[src/rtl/add_serial_pkg.sv]
// Shared types and constants for the add_serial driver slice.
// Adder timing: one delay cycle followed by one ADD cycle per bit.
package add_serial_pkg;

    localparam int unsigned WIDTH = 8;

    // The adder inverts these input bits internally.
    localparam logic [WIDTH-1:0] MASK_A = 8'hC5;
    localparam logic [WIDTH-1:0] MASK_B = 8'h3C;

    localparam int unsigned ADD_DELAY_CYC = 1;
    localparam int unsigned ADD_BIT_CYC   = WIDTH;
    localparam int unsigned ADD_LAT       = ADD_DELAY_CYC + ADD_BIT_CYC;

    typedef enum logic [2:0] {
        S_IDLE,
        S_REARM,
        S_LAUNCH,
        S_WAIT,
        S_HOLD
    } drv_state_t;

endpackage

[src/rtl/add_serial_driver_if.sv]
// Operand stream, adder side-band and result stream of the add_serial driver.
// master: the environment (operand source, adder, result consumer).
// slave:  the driver itself.
interface add_serial_driver_if;
    import add_serial_pkg::*;

    logic             in_valid;
    logic             in_ready;
    logic [WIDTH-1:0] in_a;
    logic [WIDTH-1:0] in_b;
    logic [WIDTH-1:0] add_a;
    logic [WIDTH-1:0] add_b;
    logic             add_en;
    logic [WIDTH-1:0] add_out;
    logic             res_valid;
    logic             res_ready;
    logic [WIDTH-1:0] res_sum;
    logic             busy;

    modport master (
        output in_valid, in_a, in_b, add_out, res_ready,
        input  in_ready, add_a, add_b, add_en, res_valid, res_sum, busy
    );

    modport slave (
        input  in_valid, in_a, in_b, add_out, res_ready,
        output in_ready, add_a, add_b, add_en, res_valid, res_sum, busy
    );

endinterface

[src/rtl/add_serial_latency_ctr.sv]
// Loadable down-counter: load sets the count, en counts down to zero,
// done pulses on an enabled cycle that finds the count at zero.
module add_serial_latency_ctr #(
    parameter int unsigned W = 4
) (
    input  logic         clk,
    input  logic         rst,
    input  logic         load,
    input  logic [W-1:0] load_val,
    input  logic         en,
    output logic         done
);

    logic [W-1:0] count;

    // Count register: load wins over decrement, saturates at zero.
    always_ff @(posedge clk or posedge rst) begin
        if (rst) begin
            count <= '0;
        end else if (load) begin
            count <= load_val;
        end else if (en && (count != '0)) begin
            count <= count - W'(1);
        end
    end

    assign done = en && !load && (count == '0);

endmodule

[src/rtl/add_serial_driver.sv]
// Issue stage and result capture for the add_serial serial adder.
// Optional feature macro: ADD_PRESCRAMBLE_EN -- XOR operands with the
// adder's inversion masks so res_sum is the plain sum mod 2^WIDTH.
module add_serial_driver
    import add_serial_pkg::*;
#(
    parameter int unsigned      WIDTH       = add_serial_pkg::WIDTH,
    parameter int unsigned      CAPTURE_LAT = add_serial_pkg::ADD_LAT + 1,
    parameter logic [WIDTH-1:0] MASK_A      = add_serial_pkg::MASK_A,
    parameter logic [WIDTH-1:0] MASK_B      = add_serial_pkg::MASK_B
) (
    input  logic                clk,
    input  logic                rst,
    add_serial_driver_if.slave  bus
);

`ifdef ADD_PRESCRAMBLE_EN
    localparam bit PRESCRAMBLE = 1'b1;
`else
    localparam bit PRESCRAMBLE = 1'b0;
`endif

    localparam logic [WIDTH-1:0] ISSUE_MASK_A = PRESCRAMBLE ? MASK_A : '0;
    localparam logic [WIDTH-1:0] ISSUE_MASK_B = PRESCRAMBLE ? MASK_B : '0;
    localparam int unsigned      CTR_W        = (CAPTURE_LAT > 2) ? $clog2(CAPTURE_LAT) : 1;

    drv_state_t       state;
    logic             armed;
    logic             ctr_load;
    logic             ctr_en;
    logic             ctr_done;
    logic [WIDTH-1:0] a_issue;
    logic [WIDTH-1:0] b_issue;

    assign a_issue  = bus.in_a ^ ISSUE_MASK_A;
    assign b_issue  = bus.in_b ^ ISSUE_MASK_B;
    assign bus.busy = (state != S_IDLE);

    // Loaded on the launch edge with CAPTURE_LAT-1 so the zero count is
    // reached on the edge CAPTURE_LAT cycles after launch.
    assign ctr_load = (state == S_LAUNCH);
    assign ctr_en   = (state == S_WAIT);

    add_serial_latency_ctr #(
        .W (CTR_W)
    ) u_lat_ctr (
        .clk      (clk),
        .rst      (rst),
        .load     (ctr_load),
        .load_val (CTR_W'(CAPTURE_LAT - 1)),
        .en       (ctr_en),
        .done     (ctr_done)
    );

    // Issue/capture FSM with registered handshake and adder outputs.
    always_ff @(posedge clk or posedge rst) begin
        if (rst) begin
            state         <= S_IDLE;
            armed         <= 1'b0;
            bus.in_ready  <= 1'b0;
            bus.add_a     <= '0;
            bus.add_b     <= '0;
            bus.add_en    <= 1'b0;
            bus.res_valid <= 1'b0;
            bus.res_sum   <= '0;
        end else begin
            case (state)
                S_IDLE: begin
                    bus.in_ready <= 1'b1;
                    if (bus.in_valid && bus.in_ready) begin
                        bus.in_ready <= 1'b0;
                        bus.add_a    <= a_issue;
                        bus.add_b    <= b_issue;
                        bus.add_en   <= 1'b1;
                        // A finished adder sits in DONE and needs one en to return to IDLE.
                        state        <= armed ? S_REARM : S_LAUNCH;
                    end
                end
                S_REARM: begin
                    bus.add_en <= 1'b1;
                    state      <= S_LAUNCH;
                end
                S_LAUNCH: begin
                    bus.add_en <= 1'b0;
                    armed      <= 1'b1;
                    state      <= S_WAIT;
                end
                S_WAIT: begin
                    if (ctr_done) begin
                        bus.res_sum   <= bus.add_out;
                        bus.res_valid <= 1'b1;
                        state         <= S_HOLD;
                    end
                end
                S_HOLD: begin
                    if (bus.res_ready) begin
                        bus.res_valid <= 1'b0;
                        bus.in_ready  <= 1'b1;
                        state         <= S_IDLE;
                    end
                end
                default: begin
                    state <= S_IDLE;
                end
            endcase
        end
    end

endmodule

[src/flat_wrapper.sv]
// flat-port wrapper written by rule: the top's interface ports become plain ports
module add_serial_driver_flat import add_serial_pkg::*;
#(
    parameter int unsigned      WIDTH       = add_serial_pkg::WIDTH,
    parameter int unsigned      CAPTURE_LAT = add_serial_pkg::ADD_LAT + 1,
    parameter logic [WIDTH-1:0] MASK_A      = add_serial_pkg::MASK_A,
    parameter logic [WIDTH-1:0] MASK_B      = add_serial_pkg::MASK_B
)
  (clk, rst, bus_in_valid, bus_in_a, bus_in_b, bus_add_out, bus_res_ready, bus_in_ready, bus_add_a, bus_add_b, bus_add_en, bus_res_valid, bus_res_sum, bus_busy);
  add_serial_driver_if bus_i ();
  input  logic clk;
  input  logic rst;
  input wire logic [$bits(bus_i.in_valid)-1:0] bus_in_valid;
  input wire logic [$bits(bus_i.in_a)-1:0] bus_in_a;
  input wire logic [$bits(bus_i.in_b)-1:0] bus_in_b;
  input wire logic [$bits(bus_i.add_out)-1:0] bus_add_out;
  input wire logic [$bits(bus_i.res_ready)-1:0] bus_res_ready;
  output wire logic [$bits(bus_i.in_ready)-1:0] bus_in_ready;
  output wire logic [$bits(bus_i.add_a)-1:0] bus_add_a;
  output wire logic [$bits(bus_i.add_b)-1:0] bus_add_b;
  output wire logic [$bits(bus_i.add_en)-1:0] bus_add_en;
  output wire logic [$bits(bus_i.res_valid)-1:0] bus_res_valid;
  output wire logic [$bits(bus_i.res_sum)-1:0] bus_res_sum;
  output wire logic [$bits(bus_i.busy)-1:0] bus_busy;
  assign bus_i.in_valid = bus_in_valid;
  assign bus_i.in_a = bus_in_a;
  assign bus_i.in_b = bus_in_b;
  assign bus_i.add_out = bus_add_out;
  assign bus_i.res_ready = bus_res_ready;
  assign bus_in_ready = bus_i.in_ready;
  assign bus_add_a = bus_i.add_a;
  assign bus_add_b = bus_i.add_b;
  assign bus_add_en = bus_i.add_en;
  assign bus_res_valid = bus_i.res_valid;
  assign bus_res_sum = bus_i.res_sum;
  assign bus_busy = bus_i.busy;
  add_serial_driver #(.WIDTH(WIDTH), .CAPTURE_LAT(CAPTURE_LAT), .MASK_A(MASK_A), .MASK_B(MASK_B)) u_core (.clk(clk), .rst(rst), .bus(bus_i));
endmodule
[config.mk]
export PLATFORM = sky130hd
export DESIGN_NAME = add_serial_driver_flat
export DESIGN_NICKNAME = d
export VERILOG_FILES = /design/src/rtl/add_serial_pkg.sv /design/src/rtl/add_serial_driver_if.sv /design/src/rtl/add_serial_latency_ctr.sv /design/src/rtl/add_serial_driver.sv /design/src/flat_wrapper.sv
export SDC_FILE = /design/constraint.sdc
export NUM_CORES = 1
export LEC_CHECK = 0
export CORE_AREA = 5 5 69 71
export CTS_CLUSTER_DIAMETER = 40
export CTS_CLUSTER_SIZE = 8
export DETAILED_ROUTE_END_ITERATION = 8
export DIE_AREA = 0 0 74 76
export PLACE_DENSITY = 0.76
export SLEW_MARGIN = 20
export SYNTH_ARGS = -nofsm -noshare
export SYNTH_HDL_FRONTEND = slang
export SYNTH_SLANG_ARGS = --single-unit
[constraint.sdc]
create_clock -name clk -period 1.8 [get_ports clk]
set_clock_uncertainty 0.2 [all_clocks]
set_input_delay 0.54 -clock clk [delete_from_list [all_inputs] [get_ports clk]]
set_output_delay 0.54 -clock clk [all_outputs]
set_load 0.05 [all_outputs]
==> metrics.yaml, run 1 <==
dp_slack_ns: -0.355
grt_first_pass_wirelength_mm: 7.22
hold_start: "u_core.armed"
whs_ns: 0.309
r2r-start: "u_core.u_lat_ctr.count[1]"
power_leakage_nw: 1.25
synth-seq-cells: 35
fmax_mhz: 505
hold_end: "u_core.armed"
cp-end-kind: "output port"
route.detailed.drc: 0
power.total_mw: 5.88
syn_area_per_cell_sq_um: 13.6
relSlewSlack: 0.751
min_period_ns: 1.98
insertedDiodeCount: 0
cts_tree: "built"
worstRegToRegCells: 6
die_x_um: 74
clock-sinks: 35
synth_fp_nets: 143
yosysSeqAreaShare: 0.568
maxSlewViolCount: 0
synth_cell_types: 33
hold_path.class: "flip-flop to flip-flop"
max_cap_violations: 0
nets: 224
core_sq_um: 4170
grt.total_usage: 0.171
initial_utilization: 0.369
cp_data_required_time_ns: 1.06
ant_nets: 0
final_area_sq_um: 2790
final_cells: 247
cts_buffer_depth: 2
vias: 1228
setup_ws_ns: -0.180
io_buffers: 55
io-pin-count: 56
drt_pass1_iterations: 4
routed_wl_mm: 4.43
violations: "negative setup slack"
routedWlPerCell_um: 17.9
regToRegSetupSlack_ns: -0.09
die_area_sq_um: 5620
fin_util: 0.669
worst_pin_slew_ns: 0.373
root_buffer: "clkbuf_8"
worstReg2RegEnd: "u_core.bus.res_sum[6]"
grt_max_degree: 36
cellPowerDensity_nw_per_um2: 2100
numCtsBuffers: 5
hpwl_mm: 2.96
antenna_found_initial: 0
tns_ns: -1.71
postPlaceCellArea_sq_um: 2510
gp_congestion: 0.782
setup.worst_path.class: "flip-flop to output port"
setup_viol: 24
p_sw_mw: 2.49
cts_hold_buffers: 0
vdd_drop_max_mv: 1.18
cts.clk_slew.worst_paths_ns: 0.07
cp-start-kind: "flip-flop"
htreeDepth: 2
yosysWarningCount: 0
critPathMaxFanout: 2
viasPerCell: 4.97
clockPowerShare: 0.097
dp.cells: 229
grt_pass1_vias: 1430
worst_skew_pair.late_latency_ns: 0.29
status: "finished, violations left"
worst_ep_arrival_time_ns: 1.24
drtIter0Drc: 53
hold-path-cell-count: 2
power_frac_seq: 0.262
gr-total-overflow: 0
die_y_um: 76
syn_inst: 113
synth_top_area_cell: "dfrtp_1"
period_share: 1.10
rsz0062_at_grt: "yes"
drive_gt1_frac: 0.503
syn_to_final_growth_pct: 81.2
comb_power_share: 0.642
internal-power_mw: 3.39
sw_frac_of_total: 0.423
rows: 24
yosys.area.top_type_share: 0.568
synth.area.top_cells: "dfrtp_1 57%, mux2_2 11%, mux2_4 8.8%"
hold_violations: 0
syn_area_sq_um: 1540
==> how the worst max path moves through the flow <==
stage	slack, ns	start	end	cells past startpoint
CTS	-0.19	u_core.state[0]	bus_busy	2
finish	-0.18	u_core.state[0]	bus_busy	2
global placement	-0.32	bus_in_valid	u_core.bus.add_b[6]	5
global route	-0.22	u_core.state[0]	bus_busy	2
floorplan	-0.12	u_core.u_lat_ctr.count[0]	u_core.bus.res_sum[0]	6
detailed placement	-0.35	bus_in_valid	u_core.bus.add_b[4]	5
==> area by class of cell <==
cell class / count / area, sq um
clock buffers: 6 / 72.6
repair buffers: 79 / 1080
fillers: 275 / 1380
well taps: 52 / 65.1
inverters: 5 / 18.8
flip-flops and latches: 35 / 876
clock inverters: 2 / 12.5
multi-input cells: 68 / 672
==> layer usage <==
layer  global-route usage  part of all wire
met4               0.0652             0.019
met3               0.0554             0.049
met1                0.175              0.34
met5                    0                 0
met2                0.313              0.59
==> cell usage in the layout (no fill, tap or decap), types with 2 or more instances in the layout <==
cell             count
buf_6                4
nand2_1              4
buf_4               16
clkdlybuf4s50_1     27
a21oi_1              6
buf_12              30
mux2_2               7
mux2_4              17
ha_4                 2
clkbuf_8             5
nor3_1               2
inv_1                3
o21ai_0              5
inv_2                2
dfrtp_1             35
nor2_1               4
==> registers in the layout (all words and copies together) (netlist names) <==
signal and count:
u_core.bus.add_a 8, u_core.state 3, u_core.bus.res_sum 8, u_core.bus.add_en 1
u_core.bus.in_ready 1, u_core.bus.res_valid 1, u_core.u_lat_ctr.count 4, u_core.armed 1
u_core.bus.add_b 8
==> power groups by stage <==
stage / Clock (mW) / Sequential (mW) / Combinational, mW
after floorplan: 0 / 2.39 / 0.818
after global placement: 0 / 1.52 / 3.39
after detailed placement: 0 / 1.54 / 3.47
after CTS: 0.575 / 1.54 / 3.74
after global routing: 0.622 / 1.58 / 3.92
final: 0.568 / 1.54 / 3.77
==> critical path, cell delays in order (launching register included) <==
cell and delay [ns]:
dfrtp_1 0.38, or3_4 0.40, buf_8 0.16
==> kinds of logic (layout without fill, tap and decap cells) <==
group	count (synthesis)	in the layout	synth area share
buffers and inverters	10	92	0.0422
AND/OR/NAND/NOR	23	23	0.0990
multiplexers	25	25	0.204
flip-flops	35	35	0.568
adder cells (fa/ha/maj)	2	2	0.0162
AO/OA/AOI/OAI	18	18	0.0706
==> Yosys cell counts <==
cell / n
nor3b_1: 1
clkbuf_2: 1
nand2b_1: 1
nand3b_1: 1
nor2_8: 1
buf_12: 1
and3_1: 1
nand3_1: 1
buf_6: 1
o41ai_1: 1
mux2_2: 15
dfrtp_1: 35
or3b_2: 1
or3_4: 1
nor2_4: 1
o21ai_0: 6
mux2i_1: 1
and3b_2: 1
ha_1: 2
mux2_4: 9
a21oi_1: 6
or2_2: 1
nor3_1: 2
o211a_1: 1
inv_1: 5
o211ai_1: 1
o22ai_1: 1
nor2_1: 4
a31oi_1: 1
or3b_1: 1
nand2_1: 5
o22a_2: 1
buf_2: 2
==> timing repair <==
item,CTS,global route
hold endpoints to repair,0,0
setup buffers,8,3
gates resized for setup,20,7
pin swaps,4,1
setup endpoints to repair,21,29
cloned,1,0
No activity file was read; power rests on OpenSTA's default activity.
==> inputs of run 2 (changes only) <==
- CORE_AREA: 5 5 69 71 -> 2 2 66 68
- DIE_AREA: 0 0 74 76 -> 0 0 68 70
==> run 2 against run 1 <==
  * The flow still finishes with violations (negative setup slack)
  * Non-clock buffer count rose by 1
  * Sequential power hardly changed
  * Hold slack got worse by 0.025 ns
  * Clock power increased by 7.2%
  * Setup slack improved by 0.032 ns
  * Cell count is 0.40% higher
  * Fmax rose by 1.7%
  * First-iteration DRC count fell by 30%
  * Core utilization rose by 0.51 points
  * Die area down 15%
  * Sequential cell count did not move
  * Final area hardly changed
  * Critical path type unchanged
==> metrics.yaml, run 2 (synthesis results as in run 1) <==
routedWlPerCell_um: 16.1  # was 17.9 um
cts.clk_slew.worst_paths_ns: 0.06  # was 0.07 ns
grt_max_degree: 36  # unchanged
fin_util: 0.674  # was 0.669
period_share: 1.08  # was 1.10
crit_slowest_cell: "or3_4"  # unchanged
syn_to_final_growth_pct: 81.3  # was 81.2%
insertedDiodeCount: 0  # unchanged
ant_nets: 0  # unchanged
htreeDepth: 2  # unchanged
cts_hold_buffers: 0  # unchanged
worst_ep_arrival_time_ns: 1.21  # was 1.24 ns
final_area_sq_um: 2790  # about the same
gp_congestion: 0.819  # was 0.782
hold-path-cell-count: 2  # unchanged
crit_buf_inv: 1  # unchanged
crit_chain: "or3_4 -> buf_6"  # was or3_4 -> buf_8
grt_pass1_vias: 1339  # was 1430
routed_wl_mm: 3.99  # was 4.43 mm
cts_tree: "built"  # unchanged
io-pin-count: 56  # unchanged
core_sq_um: 4140  # was 4170 sq um
hold_end: "u_core.armed"  # unchanged
power_leakage_nw: 1.27  # was 1.25 nW
cellPowerDensity_nw_per_um2: 2080  # was 2100 nW/um^2
setup_viol: 17  # was 24
critPathMaxFanout: 2  # unchanged
hold_start: "u_core.armed"  # unchanged
final_cell_mix: "35 x dfrtp_1, 30 x buf_12, 27 x clkdlybuf4s50_1"  # unchanged
hold_violations: 0  # unchanged
die_x_um: 68  # was 74 um
status: "finished, violations left"  # unchanged
grt_first_pass_wirelength_mm: 6.58  # was 7.22 mm
initial_utilization: 0.372  # was 0.369
setup_ws_ns: -0.148  # was -0.180 ns
max_stage_delay_ns: 0.39  # was 0.40 ns
hpwl_mm: 2.80  # was 2.96 mm
vdd_drop_max_mv: 1.22  # was 1.18 mV
min_period_ns: 1.95  # was 1.98 ns
relSlewSlack: 0.791  # was 0.751
numCtsBuffers: 5  # unchanged
reg_top3: "u_core.bus.add_a (8), u_core.bus.add_b (8), u_core.bus.res_sum (8)"  # unchanged
setup.worst_path.class: "flip-flop to output port"  # unchanged
worst_pin_slew_ns: 0.312  # was 0.373 ns
root_buffer: "clkbuf_8"  # unchanged
drt_pass1_iterations: 4  # unchanged
hold_path.class: "flip-flop to flip-flop"  # unchanged
drive_gt1_frac: 0.490  # was 0.503
final_common_cell: "dfrtp_1"  # unchanged
viasPerCell: 4.74  # was 4.97
final_cells: 248  # was 247
die_y_um: 70  # was 76 um
violations: "negative setup slack"  # unchanged
cp_data_required_time_ns: 1.06  # about the same
clock-sinks: 35  # unchanged
antenna_found_initial: 0  # unchanged
io_buffers: 55  # unchanged
worstReg2RegEnd: "u_core.bus.add_b[4]"  # was u_core.bus.res_sum[6]
postPlaceCellArea_sq_um: 2520  # was 2510 sq um
drtIter0Drc: 37  # was 53
grt.total_usage: 0.188  # was 0.171
nets: 225  # was 224
rsz0062_at_grt: "yes"  # unchanged
worstRegToRegCells: 5  # was 6
dp.cells: 229  # unchanged
route.detailed.drc: 0  # unchanged
rows: 24  # unchanged
cts_buffer_depth: 2  # unchanged
vias: 1175  # was 1228
maxSlewViolCount: 0  # unchanged
gr-total-overflow: 0  # unchanged
cpLargestDelayFamily: "simple AND/OR/NAND/NOR gates"  # unchanged
fmax_mhz: 513  # was 505 MHz
regToRegSetupSlack_ns: -0.11  # was -0.09 ns
multi_input_comb_area_sq_um: 651  # was 672 sq um
die_area_sq_um: 4760  # was 5620 sq um
cp-end-kind: "output port"  # unchanged
r2r-start: "u_core.state[0]"  # was u_core.u_lat_ctr.count[1]
num-fill-cells: 276  # was 275
worst_skew_pair.late_latency_ns: 0.28  # was 0.29 ns
cp-start-kind: "flip-flop"  # unchanged
seqCellArea_sq_um: 876  # unchanged
max_cap_violations: 0  # unchanged
[run 2: worst max path at each step]
stage | startpoint | end | slack [ns] | cells past startpoint
3_5_place_dp | bus_in_valid | u_core.bus.add_b[3] | -0.34 | 5
2_1_floorplan | u_core.u_lat_ctr.count[0] | u_core.bus.res_sum[0] | -0.12 | 6
4_1_cts | u_core.state[0] | bus_busy | -0.16 | 2
3_3_place_gp | bus_in_valid | u_core.bus.add_b[4] | -0.32 | 5
6_report | u_core.state[0] | bus_busy | -0.15 | 2
5_1_grt | u_core.state[0] | bus_busy | -0.18 | 2
[run 2: through the flow]
stage               setup TNS [ns]  setup slack (ns)  hold slack (ns)  power, mW
floorplan                    -1.84            -0.118            0.237       3.20
global placement             -5.94            -0.321            0.253       4.90
detailed placement           -6.42            -0.336            0.266       5.01
CTS                          -2.24            -0.163            0.282       5.82
global route                 -2.70            -0.178            0.314       6.07
finish                       -1.63            -0.148            0.284       5.82
[run 2: area by class of cell]
class                   count  share of cell area
inverters                   5             0.00672
well taps                  52              0.0233
flip-flops and latches     35               0.313
repair buffers             80               0.388
clock buffers               8              0.0358
multi-input cells          68               0.233
[run 2: where the power goes]
group	internal [mW]	leakage, nW	switching, mW
combinational	1.94	0.795	1.74
sequential	1.15	0.421	0.389
clock	0.349	0.0515	0.260
total	3.44	1.27	2.38
[run 2: repair_timing]
action | 4_1_cts | 5_1_grt
gates resized for setup | 14 | 4
gates cloned | 1 | 0
pin swaps | 4 | 2
setup buffers | 6 | 5
endpoints found under the setup margin | 25 | 29
[run 2: routing by layer]
layer | share of wire | track usage | up-vias
met5 | 0 | 0 | -
met4 | 0.013 | 0.0667 | 0
met3 | 0.022 | 0.0370 | 4
met2 | 0.58 | 0.338 | 17
met1 | 0.38 | 0.214 | 593
li1 | - | - | 561
[run 2: tightest hold or removal path, delay by kind of cell, from the launching register on]
family | cells | cell delay [ns]
buffers and inverters | 1 | 0.06
DFF | 1 | 0.35
and+or+nand+nor | 1 | 0.05
